==> config.mk <==
export PLATFORM = sky130hd
export DESIGN_NAME = layer_argmax_8_16
export DESIGN_NICKNAME = d
export VERILOG_FILES = /design/src/rtl/layer_argmax_8_16.sv
export SDC_FILE = /design/constraint.sdc
export NUM_CORES = 1
export LEC_CHECK = 0
export ABC_AREA = 1
export CORE_MARGIN = 2
export CORE_UTILIZATION = 35
export CTS_BUF_LIST = sky130_fd_sc_hd__clkbuf_8
export DETAILED_ROUTE_END_ITERATION = 7
export PLACE_DENSITY = 0.65
export SYNTH_ARGS = -nofsm -noshare
export SYNTH_HDL_FRONTEND = slang
export SYNTH_SLANG_ARGS = --single-unit
export TNS_END_PERCENT = 10
==> constraint.sdc <==
create_clock -name clk -period 3.47 [get_ports clk]
set_input_delay 0.694 -clock clk [delete_from_list [all_inputs] [get_ports clk]]
set_output_delay 0.694 -clock clk [all_outputs]
set_load 0.1 [all_outputs]
==> src/rtl/layer_argmax_8_16.sv <==
// Streaming argmax over M signed T-bit elements per frame with a one-beat result handshake.
// Define ARGMAX_TIE_LAST_EN to let the highest index win on equal maxima (default: lowest index wins).
module layer_argmax_8_16 #(
    parameter int M    = 8,
    parameter int T    = 16,
    parameter int LOGM = 3
) (
    input  logic                 clk,
    input  logic                 reset,
    input  logic                 s_valid,
    output logic                 s_ready,
    input  logic signed [T-1:0]  data_in,
    output logic                 m_valid,
    input  logic                 m_ready,
    output logic [LOGM-1:0]      idx_out,
    output logic signed [T-1:0]  max_out
);

    typedef enum logic [0:0] {
        S_ACC = 1'b0,
        S_OUT = 1'b1
    } state_t;

    localparam logic [LOGM-1:0] CNT_LAST = LOGM'(M - 1);

    state_t                state_q, state_d;
    logic [LOGM-1:0]       cnt_q, cnt_d;
    logic signed [T-1:0]   max_q, max_d;
    logic [LOGM-1:0]       idx_q, idx_d;
    logic                  s_ready_s;
    logic                  m_valid_s;

    function automatic logic take_new(input logic signed [T-1:0] cand,
                                      input logic signed [T-1:0] cur);
`ifdef ARGMAX_TIE_LAST_EN
        return (cand >= cur);
`else
        return (cand > cur);
`endif
    endfunction

    // State register.
    always_ff @(posedge clk or negedge reset) begin
        if (!reset) begin
            state_q <= S_ACC;
        end else begin
            state_q <= state_d;
        end
    end

    // Running max, index and element counter registers.
    always_ff @(posedge clk or negedge reset) begin
        if (!reset) begin
            cnt_q <= {LOGM{1'b0}};
            max_q <= {T{1'b0}};
            idx_q <= {LOGM{1'b0}};
        end else begin
            cnt_q <= cnt_d;
            max_q <= max_d;
            idx_q <= idx_d;
        end
    end

    // Next-state logic.
    always_comb begin
        state_d = state_q;
        case (state_q)
            S_ACC: begin
                if (s_valid && (cnt_q == CNT_LAST)) begin
                    state_d = S_OUT;
                end else begin
                    state_d = S_ACC;
                end
            end
            S_OUT: begin
                if (m_ready) begin
                    state_d = S_ACC;
                end else begin
                    state_d = S_OUT;
                end
            end
            default: state_d = S_ACC;
        endcase
    end

    // Datapath update; element 0 always seeds the max so the reset value never competes.
    always_comb begin
        cnt_d = cnt_q;
        max_d = max_q;
        idx_d = idx_q;
        if ((state_q == S_ACC) && s_valid) begin
            if (cnt_q == {LOGM{1'b0}}) begin
                max_d = data_in;
                idx_d = {LOGM{1'b0}};
            end else if (take_new(data_in, max_q)) begin
                max_d = data_in;
                idx_d = cnt_q;
            end else begin
                max_d = max_q;
                idx_d = idx_q;
            end
            if (cnt_q == CNT_LAST) begin
                cnt_d = {LOGM{1'b0}};
            end else begin
                cnt_d = cnt_q + LOGM'(1);
            end
        end else begin
            cnt_d = cnt_q;
        end
    end

    // Handshake outputs decoded from state only.
    always_comb begin
        s_ready_s = 1'b1;
        m_valid_s = 1'b0;
        case (state_q)
            S_ACC: begin
                s_ready_s = 1'b1;
                m_valid_s = 1'b0;
            end
            S_OUT: begin
                s_ready_s = 1'b0;
                m_valid_s = 1'b1;
            end
            default: begin
                s_ready_s = 1'b1;
                m_valid_s = 1'b0;
            end
        endcase
    end

    assign s_ready = s_ready_s;
    assign m_valid = m_valid_s;
    assign idx_out = idx_q;
    assign max_out = max_q;

endmodule

==> out/results.ini, run 1 <==
[finish]
final_cell_mix=nand2_1 (61), clkdlybuf4s50_1 (39), inv_1 (27)
final_common_cell=nand2_1
final_cells=273
syn_to_final_growth_pct=31.8
postLayoutCellArea_um2=1910
antenna_cells=0
drive_above_1_share=0.0448
nets=263

[clock_tree]
tritoncts=yes
clkLatencyLatePin_ns=0.27
cts_resized=0
root_buffer=clkbuf_8
h-tree-depth=1
post_cts_buffers=0
cts_sinks=23
cts_buffers=3
holdBufCountCts=0
cts_buffer_depth=2
clkTransAtPathRegs_ns=0.08

[critical_path]
reg2reg_to=max_out[15]
path_cells=clkdlybuf4s50_1
crit_required_ns=2.78
crit_buf_inv=1
critPathSlowestCell=clkdlybuf4s50_1
cpPeakStageDelay_ns=1.15
cp-end-kind=primary output
cp_max_fo=3
r2r_cells=12
r2r_slack_ns=1.49
criticalPathCategory=flop to primary output
r2r_start=max_out[15]
startpoint_type=flop
crit_arrival_ns=1.81
cpLargestDelayFamily=buffers and inverters

[logic_synthesis]
yosysSeqAreaShare=0.397
synth-seq-cells=23
ys_types=18
ys_warn_count=0
syn_avg_cell_area_um2=8.01
synthCells=181
synth_edf_count=0
syn_nets=220
synthArstFlopShare=1.00
ys.flop_type=dfrtp_1
syn_area_um2=1450

[hold_path]
hp-start=idx_out[2]
holdPathEnd=idx_out[2]
hp-class=flop to flop
whs_path_depth=2

[route]
finalWirelength_um=3060
post_drt_via_cell_ratio=4.61
dr.pass1.iters=4
wire_per_inst_um=11.2
routed-via-count=1258
drtIter0Drc=44
final_antenna_net_count=0
drc=0

[sta]
min_period_over_period=0.720
relSlewSlack=0.348
fin_crit_ns=2.50
finalSetupTns_ns=0
rsz0062_at_grt=no
finalClockSkew_ns=0.000915
setup_violations=0
slew_violations=0
postLayoutSetupSlackWorst_ns=0.970
hold_viol=0
max_freq_mhz=400
worstMarginPinSlew_ns=0.975

[place]
dp_hpwl_um=2250
pre_cts_ws_ns=0.690
place.gp.congestion=0.778
placed_cell_area_um2=1870
port-buffer-count=40
dpl.cell_count=269

[floorplanning]
die_h_um=68.4
die-area_um2=4670
die_w_um=68.4
pin_count=41
row_count=23
initial_utilization=0.363
core_um2=4000

[global_route]
grtUsageTotal=0.148
grt_max_degree=24
grt_pass1_wl_um=5180
gr-total-overflow=0
grt_pass1_vias=1171
antenna_found_initial=0

[flow_run]
drv_cap=0

[status]
status=completed

[area by class of cell]
type / count / area [um2]
fill: 406 / 2090
multi-input combinational: 126 / 706
sequential: 23 / 576
timing repair buffer: 43 / 420
inverter: 27 / 101
tap: 50 / 62.6
clock buffer: 3 / 41.3
clock inverter: 1 / 3.75
[cell families (layout without fill, tap and decap cells)]
family	count (synthesis)	count (layout)	share of synthesized area
and+or+nand+nor	93	93	0.272
buffers and inverters	32	74	0.116
adders and majority gates	19	19	0.164
DFF	23	23	0.397
AOI/OAI and AO/OA	14	14	0.0509
[per-layer routing]
metal / global-route usage / wire (um)
met1: 0.191 / 1390
met3: 0.0395 / 158
met4: 0.0250 / 19
met5: 0 / 0
met2: 0.252 / 1490
[cell usage after synthesis, types with 2 or more instances]
| library cell | n | share of area |
|---|---|---|
| nand2_1 | 61 | 0.16 |
| inv_1 | 26 | 0.067 |
| dfrtp_1 | 23 | 0.40 |
| nand3_1 | 22 | 0.076 |
| ha_1 | 19 | 0.16 |
| a21oi_1 | 8 | 0.028 |
| nor2_1 | 4 | 0.010 |
| o21ai_0 | 4 | 0.014 |
| buf_6 | 3 | 0.023 |
| nand2_2 | 2 | 0.0086 |
| nand4_1 | 2 | 0.0086 |
[worst max-delay path by stage]
| stage | to | cells after the start | startpoint |
|---|---|---|---|
| CTS | max_out[0] | 1 | max_out[0] |
| floorplan | max_out[10] | 7 | state_q |
| global route | max_out[14] | 13 | data_in[15] |
| global placement | idx_out[2] | 12 | data_in[15] |
| detailed placement | idx_out[0] | 12 | data_in[15] |
| finish | max_out[0] | 1 | max_out[0] |
[state kept, by name, summed over array words and instances (netlist names)]
register  count
state_q       1
cnt_q         3
idx_out       3
max_out      16
[per-stage QoR]
step,util,hold slack (ns)
floorplan,-,0.398
finish,0.478,0.479
global placement,0.466,0.467
global route,0.478,0.524
detailed placement,0.466,0.469
CTS,0.478,0.489
Power of run 1 is not shown: default switching activity piles up to over one toggle a cycle in this logic, so the estimate is an artifact.
==> run 2, diff against run 1 <==
--- a/config.mk
+++ b/config.mk
@@ -10,7 +10,7 @@
 export CORE_UTILIZATION = 35
 export CTS_BUF_LIST = sky130_fd_sc_hd__clkbuf_8
 export DETAILED_ROUTE_END_ITERATION = 7
-export PLACE_DENSITY = 0.65
+export PLACE_DENSITY = 0.67
 export SYNTH_ARGS = -nofsm -noshare
 export SYNTH_HDL_FRONTEND = slang
 export SYNTH_SLANG_ARGS = --single-unit
==> constraint.sdc (replaced) <==
create_clock -name clk -period 2 [get_ports clk]
set_input_delay 0.4 -clock clk [delete_from_list [all_inputs] [get_ports clk]]
set_output_delay 0.4 -clock clk [all_outputs]
set_load 0.1 [all_outputs]
==> run 2 against run 1 <==
Against the previous run: the run now ends with setup timing left; first-iteration DRC count increased by 50%; utilization rose by 9.4 points; die area unchanged; routed wire length rose by 20%; register-to-register slack got worse by 1.5 ns; hold slack worse by 0.073 ns; flip-flop and latch count unchanged; via count up 9.3%.
==> out/results.ini, run 2 (synthesis results as in run 1) <==
[sta]
postLayoutSetupSlackWorst_ns=-0.0318
fin_crit_ns=2.03
whs_ns=0.406
setup_violations=10
worstMarginPinSlew_ns=0.412
relSlewSlack=0.725
hold_viol=0
finalClockSkew_ns=0.00106
rsz0062_at_grt=yes
finalSetupTns_ns=-0.123
max_freq_mhz=492
slew_violations=0
min_period_over_period=1.02

[finish]
nets=277
syn_to_final_growth_pct=57.8
regArea_um2=637
n_fill_cell=360
drive_above_1_share=0.439
fin_util=0.572
antenna_cells=0
largest_reg_flops=16
multiInputGateArea_um2=940
final_common_cell=nand2_1
final_cell_mix=nand2_1 (51), buf_4 (31), dfrtp_4 (16)

[global_route]
antenna_found_initial=0
grtUsageTotal=0.162
grt_max_degree=24
grt_pass1_wl_um=5710
grt_pass1_vias=1254
gr-total-overflow=0

[hold_path]
hp-class=input port to flop
holdPathEnd=max_out[0]
hp-start=data_in[0]
whs_path_depth=3

[clock_tree]
clkTransAtPathRegs_ns=0.08
h-tree-depth=1
cts_sinks=23
clkLatencyLatePin_ns=0.26
root_buffer=clkbuf_8
cts_buffer_depth=2
cts_buffers=3
tritoncts=yes

[floorplanning]
initial_utilization=0.363
row_count=23
die_h_um=68.4
pin_count=41
core_um2=4000
die-area_um2=4670
die_w_um=68.4

[critical_path]
criticalPathCategory=flop to flop
crit_buf_inv=2
crit_arrival_ns=2.23
critPathSlowestCell=dfrtp_4
cp-end-kind=flop
cpLargestDelayFamily=simple AND/OR/NAND/NOR gates
r2r_start=max_out[8]
r2r_cells=13
r2r_slack_ns=-0.03
reg2reg_to=max_out[8]
cpPeakStageDelay_ns=0.42
startpoint_type=flop
cp_common_cell=nand2_1
cp_max_fo=7
crit_required_ns=2.20
path_cells=inv_1 > ha_1 > nand4_1 > nor3_2 > nand2_2 > nand2_1 > nand2_1 > nand2_1 > nand2_2 > nand2_8 > buf_6 > nand3_1 > nand2_1

[status]
status=finished with violations
violations=setup timing

[place]
place.gp.congestion=0.766
dp_hpwl_um=2420
port-buffer-count=40

[route]
wire_per_inst_um=12.8
final_antenna_net_count=0
routed-via-count=1375
finalWirelength_um=3670
dr.pass1.iters=4
post_drt_via_cell_ratio=4.79
drtIter0Drc=66
drc=0

[flow_run]
drv_cap=0

run 2: final cells by class:
cell class / count / area share
Multi-Input combinational cell: 128 / 0.411
Tap cell: 50 / 0.0273
Inverter: 27 / 0.0465
Sequential cell: 23 / 0.278
Clock buffer: 3 / 0.0180
Timing Repair Buffer: 55 / 0.218
Clock inverter: 1 / 0.00164
run 2: metal layers:
metal	GRT usage	wire length (um)	vias to the layer above
li1	-	-	695
met1	0.224	1710	643
met2	0.268	1770	35
met3	0.0345	166	2
met4	0.0150	18	0
met5	0	0	-
run 2: stage by stage:
step	cells	area, um2	setup slack, ns
after floorplan	181	1610	-0.0117
after global placement	274	2020	-0.277
after detailed placement	274	2020	-0.329
after CTS	282	2120	0.00942
after global routing	287	2290	-0.171
final	287	2290	-0.0318
run 2: worst reg2reg max path, delay by kind of cell, from the launching register on:
family	cells	cell delay [ns]
DFF	1	0.42
buffers and inverters	2	0.19
and+or+nand+nor	10	1.08
adders and majority gates	1	0.28
run 2: worst max path at each step:
| stage | startpoint | to | slack (ns) | depth (start not counted) |
|---|---|---|---|---|
| after floorplan | max_out[15] | idx_out[2] | -0.01 | 14 |
| after global placement | data_in[9] | max_out[10] | -0.28 | 14 |
| after detailed placement | data_in[9] | max_out[7] | -0.33 | 15 |
| after CTS | data_in[14] | max_out[14] | 0.009 | 13 |
| after global routing | max_out[8] | max_out[15] | -0.17 | 13 |
| final | max_out[8] | max_out[8] | -0.03 | 13 |
run 2: repair_timing:
action,CTS,global route
pin swaps,4,26
hold buffers,0,0
setup endpoints to repair,19,19
buffers inserted,1,4
gates resized for setup,16,31
cloned,3,1
Power of run 2 is left out for the same reason.
==> run 3, diff against run 2 <==
--- a/config.mk
+++ b/config.mk
@@ -6,11 +6,14 @@
 export NUM_CORES = 1
 export LEC_CHECK = 0
 export ABC_AREA = 1
+export CELL_PAD_IN_SITES_DETAIL_PLACEMENT = 2
+export CELL_PAD_IN_SITES_GLOBAL_PLACEMENT = 2
 export CORE_MARGIN = 2
-export CORE_UTILIZATION = 35
+export CORE_UTILIZATION = 25
 export CTS_BUF_LIST = sky130_fd_sc_hd__clkbuf_8
 export DETAILED_ROUTE_END_ITERATION = 7
-export PLACE_DENSITY = 0.67
+export PLACE_DENSITY = 0.81
+export SKIP_LAST_GASP = 1
 export SYNTH_ARGS = -nofsm -noshare
 export SYNTH_HDL_FRONTEND = slang
 export SYNTH_SLANG_ARGS = --single-unit
==> run 3 against run 2 <==
Against the previous run: fmax increased by 0.34%; clock-buffer cell count unchanged; die area increased by 37%; non-clock buffer count increased by 12; critical path depth increased by 1; register-to-register slack about the same; clock skew increased by 0.0017 ns; final cell count increased by 12%; the flow still finishes with violations (setup timing); via count increased by 7.7%; first-iteration DRC count decreased by 80%; cell area increased by 10%; routed wire length increased by 53%.
==> out/results.ini, run 3 (synthesis results as in run 1) <==
[clock_tree]
clkLatencyLatePin_ns=0.28
cts_sinks=23
cts_buffers=3
cts_buffer_depth=2
h-tree-depth=1
holdBufCountCts=0
root_buffer=clkbuf_8
clkTransAtPathRegs_ns=0.10
tritoncts=yes

[floorplanning]
die-area_um2=6430
pin_count=41
row_count=27
die_h_um=80.2
die_w_um=80.2
initial_utilization=0.262
core_um2=5540

[sta]
fin_crit_ns=2.02
postLayoutSetupSlackWorst_ns=-0.0249
setup_violations=10
rsz0062_at_grt=yes
max_freq_mhz=494
worstMarginPinSlew_ns=0.352
hold_viol=0
slew_violations=0
relSlewSlack=0.765
min_period_over_period=1.01
finalClockSkew_ns=0.00272

[route]
wl_met1_um=2380
wire_per_inst_um=17.5
drtIter0Drc=13
final_antenna_net_count=0
finalWirelength_um=5630
routed-via-count=1481
dr.pass1.iters=4
drc=0
post_drt_via_cell_ratio=4.61
wl_met3_um=161
routed-wl-met2_um=3010
topRoutingLayerUsed=met4

[global_route]
grtUsageTotal=0.177
gr-total-overflow=0
grt_pass1_vias=1653
antenna_found_initial=0
grt_pass1_wl_um=8570
grt_max_degree=24

[critical_path]
crit_arrival_ns=2.20
critPathLaunch=max_out[10]
cp-end-kind=flop
startpoint_type=flop
criticalPathCategory=flop to flop
r2r_slack_ns=-0.02
crit_required_ns=2.18
r2r_cells=14
cp_max_fo=5
r2r_start=max_out[10]
reg2reg_to=idx_out[2]

[finish]
final_common_cell=buf_4
final_cell_mix=buf_4 (42), nand2_1 (36), nand2_2 (23)
largest_reg_flops=16
nets=289
syn_to_final_growth_pct=73.8
antenna_cells=0
final_cells=321
drive_above_1_share=0.562

[place]
dp_hpwl_um=3290
place.gp.congestion=0.718
port-buffer-count=40
dpl.cell_count=298

[hold_path]
hp-class=input port to async pin

[status]
status=finished with violations
violations=setup timing

[flow_run]
drv_cap=0

## run 3: changes by cell type in the layout (fill, tap and decap cells not counted), moves of 2 or more
cell	change
buf_6	-3
nand2_4	+3
ha_4	+3
nand2_2	+13
ha_1	-3
nand2_1	-15
nor2_2	+2
a21oi_1	-2
dlygate4sd2_1	+8
buf_12	+3
nor2_1	-2
buf_4	+11
dlymetal6s2s_1	-8
## run 3: final cells by class
type / count / area [um2]
clock inverters: 1 / 5.00
clock buffers: 3 / 41.3
multi-input cells: 128 / 1050
fillers: 625 / 3020
inverters: 27 / 109
well taps: 72 / 90.1
flip-flops and latches: 23 / 637
repair buffers: 67 / 592
## run 3: worst max path at each step
stage / cells past startpoint / slack (ns) / endpoint
6_report: 14 / -0.02 / idx_out[2]
5_1_grt: 15 / -0.15 / max_out[6]
4_1_cts: 18 / -0.03 / max_out[6]
3_5_place_dp: 15 / -0.41 / idx_out[0]
3_3_place_gp: 15 / -0.31 / idx_out[1]
2_1_floorplan: 14 / -0.01 / idx_out[2]
## run 3: through the flow
stage / area [um2] / setup slack, ns / hold slack, ns / setup TNS (ns) / util
floorplan: 1610 / -0.0117 / 0.104 / -0.0804 / -
global placement: 2080 / -0.309 / 0.472 / -5.44 / 0.375
detailed placement: 2080 / -0.413 / 0.484 / -7.59 / 0.375
CTS: 2370 / -0.0304 / 0.497 / -0.280 / 0.428
global route: 2520 / -0.145 / 0.500 / -2.09 / 0.455
finish: 2520 / -0.0249 / 0.479 / -0.163 / 0.455
## run 3: worst max-delay path, cell delays in order (launching register included)
cell	delay (ns)
dfrtp_4	0.44
inv_2	0.06
ha_4	0.27
nand4_1	0.13
nor3_4	0.19
nand2_2	0.10
nand2_2	0.07
nand2_2	0.05
nand2_2	0.05
nand2_2	0.06
nand2_4	0.14
buf_12	0.15
nand2_8	0.08
nand2_2	0.08
nand2_1	0.05
## run 3: routing by layer
metal	vias to the layer above	global-route usage
met2	30	0.326
li1	713	-
met1	731	0.210
met3	7	0.0247
met5	-	0
met4	0	0.0542
## run 3: what timing repair did
item,in CTS,in global routing
gates cloned,2,1
buffers inserted,10,7
resized for setup,41,31
setup endpoints to repair,19,19
pin swaps,25,21
Power of run 3 is left out for the same reason.
